### src/rtl/dsp_mac_sequencer.sv
// Sequences (a, b) operand frames into a DSP48A1 slice as a sum of products and returns the result.
// Optional rounding offset on the first product: define DSP_MAC_ROUND_EN.
module dsp_mac_sequencer #(
    parameter int unsigned PIPE_LAT  = 3,
    parameter int unsigned OPM_DLY   = 1,
    parameter int unsigned MAX_LEN   = 1024,
    parameter int unsigned ROUND_BIT = 16
) (
    input  logic        CLK,
    input  logic        RSTB,
    input  logic        s_valid,
    output logic        s_ready,
    input  logic [17:0] s_a,
    input  logic [17:0] s_b,
    input  logic        s_last,
    output logic [17:0] dsp_a,
    output logic [17:0] dsp_b,
    output logic [47:0] dsp_c,
    output logic [7:0]  dsp_opmode,
    input  logic [47:0] dsp_p,
    input  logic        dsp_carryout,
    output logic        m_valid,
    input  logic        m_ready,
    output logic [47:0] m_result,
    output logic        m_carry,
    output logic        m_err,
    output logic [15:0] m_len
);

`ifdef DSP_MAC_ROUND_EN
    localparam bit RoundEn = 1'b1;
`else
    localparam bit RoundEn = 1'b0;
`endif

    localparam logic [47:0] RoundC    = 48'h1 << (ROUND_BIT - 1);
    localparam logic [7:0]  OpmHold   = 8'h08;
    localparam logic [7:0]  OpmAcc    = 8'h09;
    localparam logic [7:0]  OpmFirst  = RoundEn ? 8'h0D : 8'h01;
    localparam logic [15:0] MaxLen    = 16'(MAX_LEN);
    localparam logic [7:0]  DrainLoad = 8'(PIPE_LAT);

    typedef enum logic [1:0] {StIdle, StAccum, StDrain, StHold} state_e;

    state_e      state_q, state_d;
    logic [15:0] cnt_q, cnt_d;
    logic [7:0]  drain_q, drain_d;
    logic        trunc_q, trunc_d;
    logic [7:0]  opm_slot;
    logic        accept;
    logic        capture;
    logic        pop;

    // Stage 0 holds the slot chosen at the accepting edge; the last stage drives the slice.
    logic [OPM_DLY:0][7:0] opm_q;

    assign s_ready    = (state_q == StIdle) || (state_q == StAccum);
    assign accept     = s_valid && s_ready;
    assign dsp_opmode = opm_q[OPM_DLY];
    assign dsp_c      = RoundEn ? RoundC : '0;

    always_comb begin
        state_d  = state_q;
        cnt_d    = cnt_q;
        drain_d  = drain_q;
        trunc_d  = trunc_q;
        opm_slot = OpmHold;
        capture  = 1'b0;
        pop      = 1'b0;
        unique case (state_q)
            StIdle: begin
                if (s_valid) begin
                    opm_slot = OpmFirst;
                    cnt_d    = 16'd1;
                    trunc_d  = 1'b0;
                    if (s_last) begin
                        state_d = StDrain;
                        drain_d = DrainLoad;
                    end else begin
                        state_d = StAccum;
                    end
                end
            end
            StAccum: begin
                if (s_valid) begin
                    opm_slot = OpmAcc;
                    cnt_d    = cnt_q + 16'd1;
                    if (s_last || (cnt_d == MaxLen)) begin
                        state_d = StDrain;
                        drain_d = DrainLoad;
                        trunc_d = !s_last;
                    end
                end
            end
            StDrain: begin
                if (drain_q == '0) begin
                    capture = 1'b1;
                    state_d = StHold;
                end else begin
                    drain_d = drain_q - 8'd1;
                end
            end
            StHold: begin
                if (m_valid && m_ready) begin
                    pop     = 1'b1;
                    state_d = StIdle;
                end
            end
        endcase
    end

    always_ff @(posedge CLK or posedge RSTB) begin
        if (RSTB) begin
            state_q  <= StIdle;
            cnt_q    <= '0;
            drain_q  <= '0;
            trunc_q  <= 1'b0;
            opm_q    <= {(OPM_DLY + 1){OpmHold}};
            dsp_a    <= '0;
            dsp_b    <= '0;
            m_valid  <= 1'b0;
            m_result <= '0;
            m_carry  <= 1'b0;
            m_err    <= 1'b0;
            m_len    <= '0;
        end else begin
            state_q  <= state_d;
            cnt_q    <= cnt_d;
            drain_q  <= drain_d;
            trunc_q  <= trunc_d;
            dsp_a    <= accept ? s_a : '0;
            dsp_b    <= accept ? s_b : '0;
            opm_q[0] <= opm_slot;
            for (int unsigned i = 1; i <= OPM_DLY; i++) begin
                opm_q[i] <= opm_q[i-1];
            end
            if (capture) begin
                m_valid  <= 1'b1;
                m_result <= dsp_p;
                m_carry  <= dsp_carryout;
                m_err    <= trunc_q;
                m_len    <= cnt_q;
            end else if (pop) begin
                m_valid <= 1'b0;
                m_err   <= 1'b0;
            end
        end
    end

endmodule

### config.mk
export PLATFORM = sky130hd
export DESIGN_NAME = dsp_mac_sequencer
export DESIGN_NICKNAME = d
export VERILOG_FILES = /design/src/rtl/dsp_mac_sequencer.sv
export SDC_FILE = /design/constraint.sdc
export NUM_CORES = 1
export LEC_CHECK = 0
export BUFFER_PORTS_ARGS = -buffer_cell sky130_fd_sc_hd__buf_2
export CAP_MARGIN = 15
export CORE_MARGIN = 4
export CORE_UTILIZATION = 44
export CTS_CLUSTER_SIZE = 20
export DETAILED_ROUTE_END_ITERATION = 16
export PLACE_DENSITY = 0.8
export SETUP_SLACK_MARGIN = 0.1
export SLEW_MARGIN = 20
export SYNTH_ARGS = -nofsm -noshare
export SYNTH_HDL_FRONTEND = slang
export SYNTH_SLANG_ARGS = --single-unit
### constraint.sdc
create_clock -name CLK -period 4 [get_ports CLK]
set_clock_uncertainty 0.2 [all_clocks]
set_input_delay 0.2 -clock CLK [delete_from_list [all_inputs] [get_ports CLK]]
set_output_delay 0.2 -clock CLK [all_outputs]
set_load 0.02 [all_outputs]
# ---- After elaboration in Yosys (flattened, before gate mapping)
# Cells that the tools add are included.
dict set report word_totals {
  in_bits 90
  reg_bits 146
}
dict set report op_classes {
  n_addsub 2
  n_reduce_logical 14
  muxes 32
  eq_ne 11
}
# operator n
set op_table {}
lappend op_table {{two-way mux 8 bit} 5}
lappend op_table {{two-way mux 18 bit} 2}
lappend op_table {{two-way mux 16 bit} 2}
lappend op_table {{case mux 16 bit (2 select lines)} 1}
lappend op_table {{case mux 8 bit (3 select lines)} 1}
lappend op_table {{adder 16 x 1 -> 16 bit, second input constant} 1}
lappend op_table {{equality test 16 x 11 -> 1 bit, second input constant} 1}
lappend op_table {{two-way mux 2 bit} 6}
lappend op_table {{inequality test 2 bit, second input constant} 6}
lappend op_table {{two-way mux 1 bit} 11}
lappend op_table {{logical NOT 8 bit} 1}
lappend op_table {{case mux 2 bit (4 select lines)} 1}
lappend op_table {{case mux 4 bit (2 select lines)} 1}
lappend op_table {{subtractor 8 x 1 -> 8 bit, second input constant} 1}
lappend op_table {{AND reduction 6 bit} 1}
lappend op_table {{AND reduction 5 bit} 1}
lappend op_table {{equality test 2 bit, second input constant} 2}
lappend op_table {{two-way mux 4 bit} 1}
lappend op_table {{AND reduction 4 bit} 1}
lappend op_table {{nonzero test 2 bit} 2}
lappend op_table {{AND reduction 3 bit} 1}
lappend op_table {{nonzero test 3 bit} 1}
lappend op_table {{equality test 2 x 1 -> 1 bit, second input constant} 1}
lappend op_table {{logical AND 1 bit} 2}
lappend op_table {{other kinds (5)} 6}

# ---- Logic depth before layout (Yosys ltp)
dict set report logic_depth {
  depth_word 6
  depth_mapped 10
}

# ---- Worst setup path after synthesis
# Ideal clock, no wire load.
dict set report synth_path {
  path_kind {register -> register}
  startpoint {register cnt_q[0]}
  endpoint {register drain_q[1]}
  t_arrival_ns 2.360
  setup_slack_ns 1.312
  setup_time_ns 0.127
  stages_incl_launch_ff 10
  synth_period_minus_slack_ns 2.688
  cell_sequence {dfrtp_1 -> ha_1 -> nand3_2 -> or4_4 -> xor2_1 -> and2_4 -> a31oi_4 -> nand2b_1 -> buf_6 -> mux2_1}
}
dict set report synth_via {
  elab_chain_len 5
}
# element line_no
set synth_lines {}
lappend synth_lines {{start: declaration} 46} ;# logic [15:0] cnt_q, cnt_d;
lappend synth_lines {{start signal: assignment} 128} ;# cnt_q <= cnt_d;
lappend synth_lines {{adder 16 x 1 -> 16 bit} 87} ;# cnt_d = cnt_q + 16'd1;
lappend synth_lines {{equality test 16 x 11 -> 1 bit} 88} ;# if (s_last || (cnt_d == MaxLen)) begin
lappend synth_lines {{logical OR 1 bit} 88}
lappend synth_lines {{inequality test 2 x 1 -> 1 bit (no source line)} n/a}
lappend synth_lines {{AND reduction 6 bit (no source line)} n/a}
lappend synth_lines {{end signal: assignment} 129} ;# drain_q <= drain_d;
lappend synth_lines {{end: declaration} 47} ;# logic [7:0] drain_q, drain_d;
# Every way passes these cells.
# A chain may end at the register's enable or synchronous reset.

# ---- Final worst setup path
# Ends and elaborated chain as after synthesis.

==> out/qor.tcl <==
set qor(synth-async-reset-ratio_pct) 100
set qor(r2r-start) {cnt_q[0]}
set qor(critPathKind) {flip-flop to flip-flop}
set qor(worst_hold_path_endpoint) {dsp_opmode[0]}
set qor(ys_dominant_reg_cell) {dfrtp_1}
set qor(rows) 42
set qor(grt_max_degree) 135
set qor(maxSlewHeadroom_pct) 46.2
set qor(cap_viol_max_count) 0
set qor(cts-resized-gates) 0
set qor(dpl_worst_slack_ns) 1.05
set qor(static-leakage-power_nw) 4.38
set qor(cts_max_level) 4
set qor(tritoncts_num_sinks) 134
set qor(max_clock_freq_ghz) 0.337
set qor(num-fill-cells) 1052
set qor(hold_viol) 0
set qor(period_needed_ns) 2.97
set qor(power.switching_w) 0.00183
set qor(slowest_delay_ns) 0.53
set qor(globalRouteMet2Util_pct) 34.4
set qor(synth.lib_cells_used.distinct) 49
set qor(die_w_um) 125
set qor(power_w) 0.00514
set qor(rsz0062_at_grt) {false}
set qor(worstPathMaxFanout) 9
set qor(place_hpwl_um) 9380
set qor(setup-tns-final_ns) 0
set qor(ir_worst_vdd_v) 0.000298
set qor(worst-slew-pin-transition_ns) 0.807
set qor(cts_made_buffers) 17
set qor(drt_first_iter_violations) 334
set qor(synth.ff_latch_count) 134
set qor(min_delay_path_depth) 0
set qor(r2r_setup_slack_ns) 1.03
set qor(clk-insertion-delay-late_ns) 0.41
set qor(hold_path_class) {flip-flop to flip-flop}
set qor(areaGrowthSynthToFinish_pct) 40.3
set qor(globalRouteMet1Util_pct) 23.4
set qor(wl_per_cell_um) 14.1
set qor(ys_top_cells_by_area) {dfrtp_1, nand2_1, buf_4}
set qor(sw_frac_of_total_pct) 35.6
set qor(place.gp.congestion) 0.862
set qor(final_nets) 1012
set qor(element_type_at_the_critical_path_start) {flip-flop}
set qor(grt.busiest_layer) {met2}
set qor(synth.largest_area_cell) {dfrtp_1}
set qor(critical_path.top_delay_family) {simple AND/OR/NAND/NOR gates}
set qor(global_route.usage.total_pct) 20.1
set qor(fp.dieArea_um2) 15600
set qor(synth_seq_area_share_pct) 56.0
set qor(first_global_vias) 5227
set qor(vias) 5163
set qor(core_region_area_um2) 13300
set qor(crit_path_end_kind) {flip-flop}
set qor(post_route_cells_drive_above_1_share_pct) 26.3
set qor(wp_data_required_ns) 4.09
set qor(synth.cell_area_um2) 5990
set qor(synth_top_cell_area_share_pct) 55.1
set qor(min_period_over_period_pct) 74.2
set qor(crit_path_cell_trace) {ha_1 > nand3_2 > or4_4 > xor2_1 > and2_4 > a31oi_4 > nand2b_1 > mux2_1}
set qor(final-max-slew-violation-count) 0
set qor(globalRoute.totalOverflow) 0
set qor(clock_path_buffers) 2
set qor(drt-pass1-iter-count) 4
set qor(cp.buffers_inverters) 0
set qor(power.sequential.fraction_pct) 36.6
set qor(reg2regPathDepth) 8
set qor(top_level_ports) 250
set qor(count_of_flip_flops_with_a_built_in_enable_after_synthesis) 0
set qor(stdcell_count) 1104
set qor(final-setup-viol-count) 0
set qor(power_frac_comb_pct) 31.5
set qor(syn-mean-instance-area_um2) 9.32
set qor(detail_route.wirelength_um) 15600
set qor(starting_utilization_of_the_core_area_pct) 45.1
set qor(global_route.usage.met3_pct) 6.39
set qor(share_clk_of_total_power_pct) 31.8
set qor(critical_path.slowest_cell) {or4_4}
set qor(ys.warnings.count) 0
set qor(instance_count_after_placement_with_tap_cells_included) 983
set qor(worst_hold_slack_ns) 0.148
set qor(grt_antenna_before_repair) 0
set qor(detail-route-antenna-nets) 0
set qor(worst_hold_startpoint) {opm_q[0]}
set qor(worstSetupPathDepth) 8
set qor(grt_pass1_wl_um) 25600
set qor(power_report.internal_total_w) 0.00331
set qor(dieHeight_um) 125
set qor(synthCells) 643
set qor(data_arrival_time_of_the_critical_path_ns) 3.06
set qor(io_buffers) 195
set qor(route.detailed.drc) 0
set qor(power_per_cell_area_nw_per_um2) 611
set qor(insertedDiodeCount) 0
set qor(outcome) {complete, no violations}
set qor(worst_setup_hold_path_clk_slew_ns) 0.06
set qor(cts_root_buf) {clkbuf_16}
set qor(cts_tree) {done}
set qor(crit-reg2reg-capture) {drain_q[1]}
set qor(fin_ws_ns) 1.03
set qor(vias_per_cell) 4.68
## power groups by stage
stage / sequential (W) / clock [W] / combinational (W)
after global placement: 0.00188 / 0 / 0.00150
after CTS: 0.00187 / 0.00168 / 0.00161
final: 0.00188 / 0.00164 / 0.00162
after detailed placement: 0.00189 / 0 / 0.00154
after floorplan: 0.00225 / 0 / 0.000713
after global routing: 0.00192 / 0.00174 / 0.00178
## cells in the mapped netlist, types with 3 or more instances
master,instances
clkbuf_1,21
nand3_1,18
nor2_1,13
o31ai_1,10
buf_2,7
buf_1,3
nand2b_1,4
a22o_1,3
inv_1,11
nand2_1,240
ha_1,7
buf_4,56
nor3_1,6
xnor2_1,4
mux2i_1,4
nand4_1,4
dfrtp_1,132
o21ai_0,22
and3_1,3
and2_1,37
xor2_1,3
## placed cells by master (no fill, tap or decap), types with 10 or more instances in the layout
master and n:
nand3_1 18, nor2_1 13, inv_1 10, buf_2 195, o21ai_0 22, o31ai_1 10
conb_1 54, clkbuf_16 17, dfrtp_1 132, nand2_1 240, dlygate4sd3_1 89, and2_1 37
## worst max path at each step
stage	from	to
6_report	cnt_q[0]	drain_q[1]
4_1_cts	cnt_q[0]	drain_q[1]
3_5_place_dp	cnt_q[0]	drain_q[1]
3_3_place_gp	cnt_q[0]	drain_q[1]
5_1_grt	cnt_q[0]	drain_q[1]
2_1_floorplan	cnt_q[0]	drain_q[1]
## through the flow
stage	utilization, %	cell area, um^2
after floorplan	-	6200
after global placement	51.8	6880
after detailed placement	51.8	6880
after CTS	63.2	8410
after global routing	63.2	8410
final	63.2	8410
## state kept, by name, indices dropped and copies added (netlist names)
signal / flops
cnt_q: 16
drain_q: 8
dsp_a: 18
dsp_b: 18
dsp_opmode: 2
m_carry: 1
m_err: 1
m_len: 16
m_result: 48
m_valid: 1
opm_q: 2
state_q: 2
trunc_q: 1
## cell type report
class | instances | area (um^2) | share of cell area [%]
inverter | 12 | 48.8 | 0.580
clock buffer | 19 | 453 | 5.39
tap | 176 | 220 | 2.62
timing repair buffer | 288 | 1910 | 22.7
multi-input combinational | 462 | 2240 | 26.7
clock inverter | 13 | 179 | 2.13
sequential | 134 | 3360 | 39.9
## what timing repair did
| item | in CTS | in global routing |
|---|---|---|
| buffers inserted | 0 | 0 |
| hold buffers | 89 | 0 |
| hold endpoints to repair | 221 | 0 |
## routing by layer
layer | wire, um | vias to the layer above
met4 | 367 | 0
li1 | - | 2492
met5 | 0 | -
met3 | 1240 | 30
met1 | 6150 | 2421
met2 | 7850 | 220
## logic make-up (layout without fill, tap and decap cells)
family	count (synthesis)	count (layout)	synth area share, %
DFF	134	134	56.0
and+or+nand+nor	340	340	24.8
AOI/OAI and AO/OA	48	48	5.53
buffers and inverters	100	332	10.0
other	1	54	0.0626
adders and majority gates	7	7	1.46
muxes	6	6	1.04
xor gates and xnor gates	7	7	1.02
No activity file was read; power rests on OpenSTA's default activity.
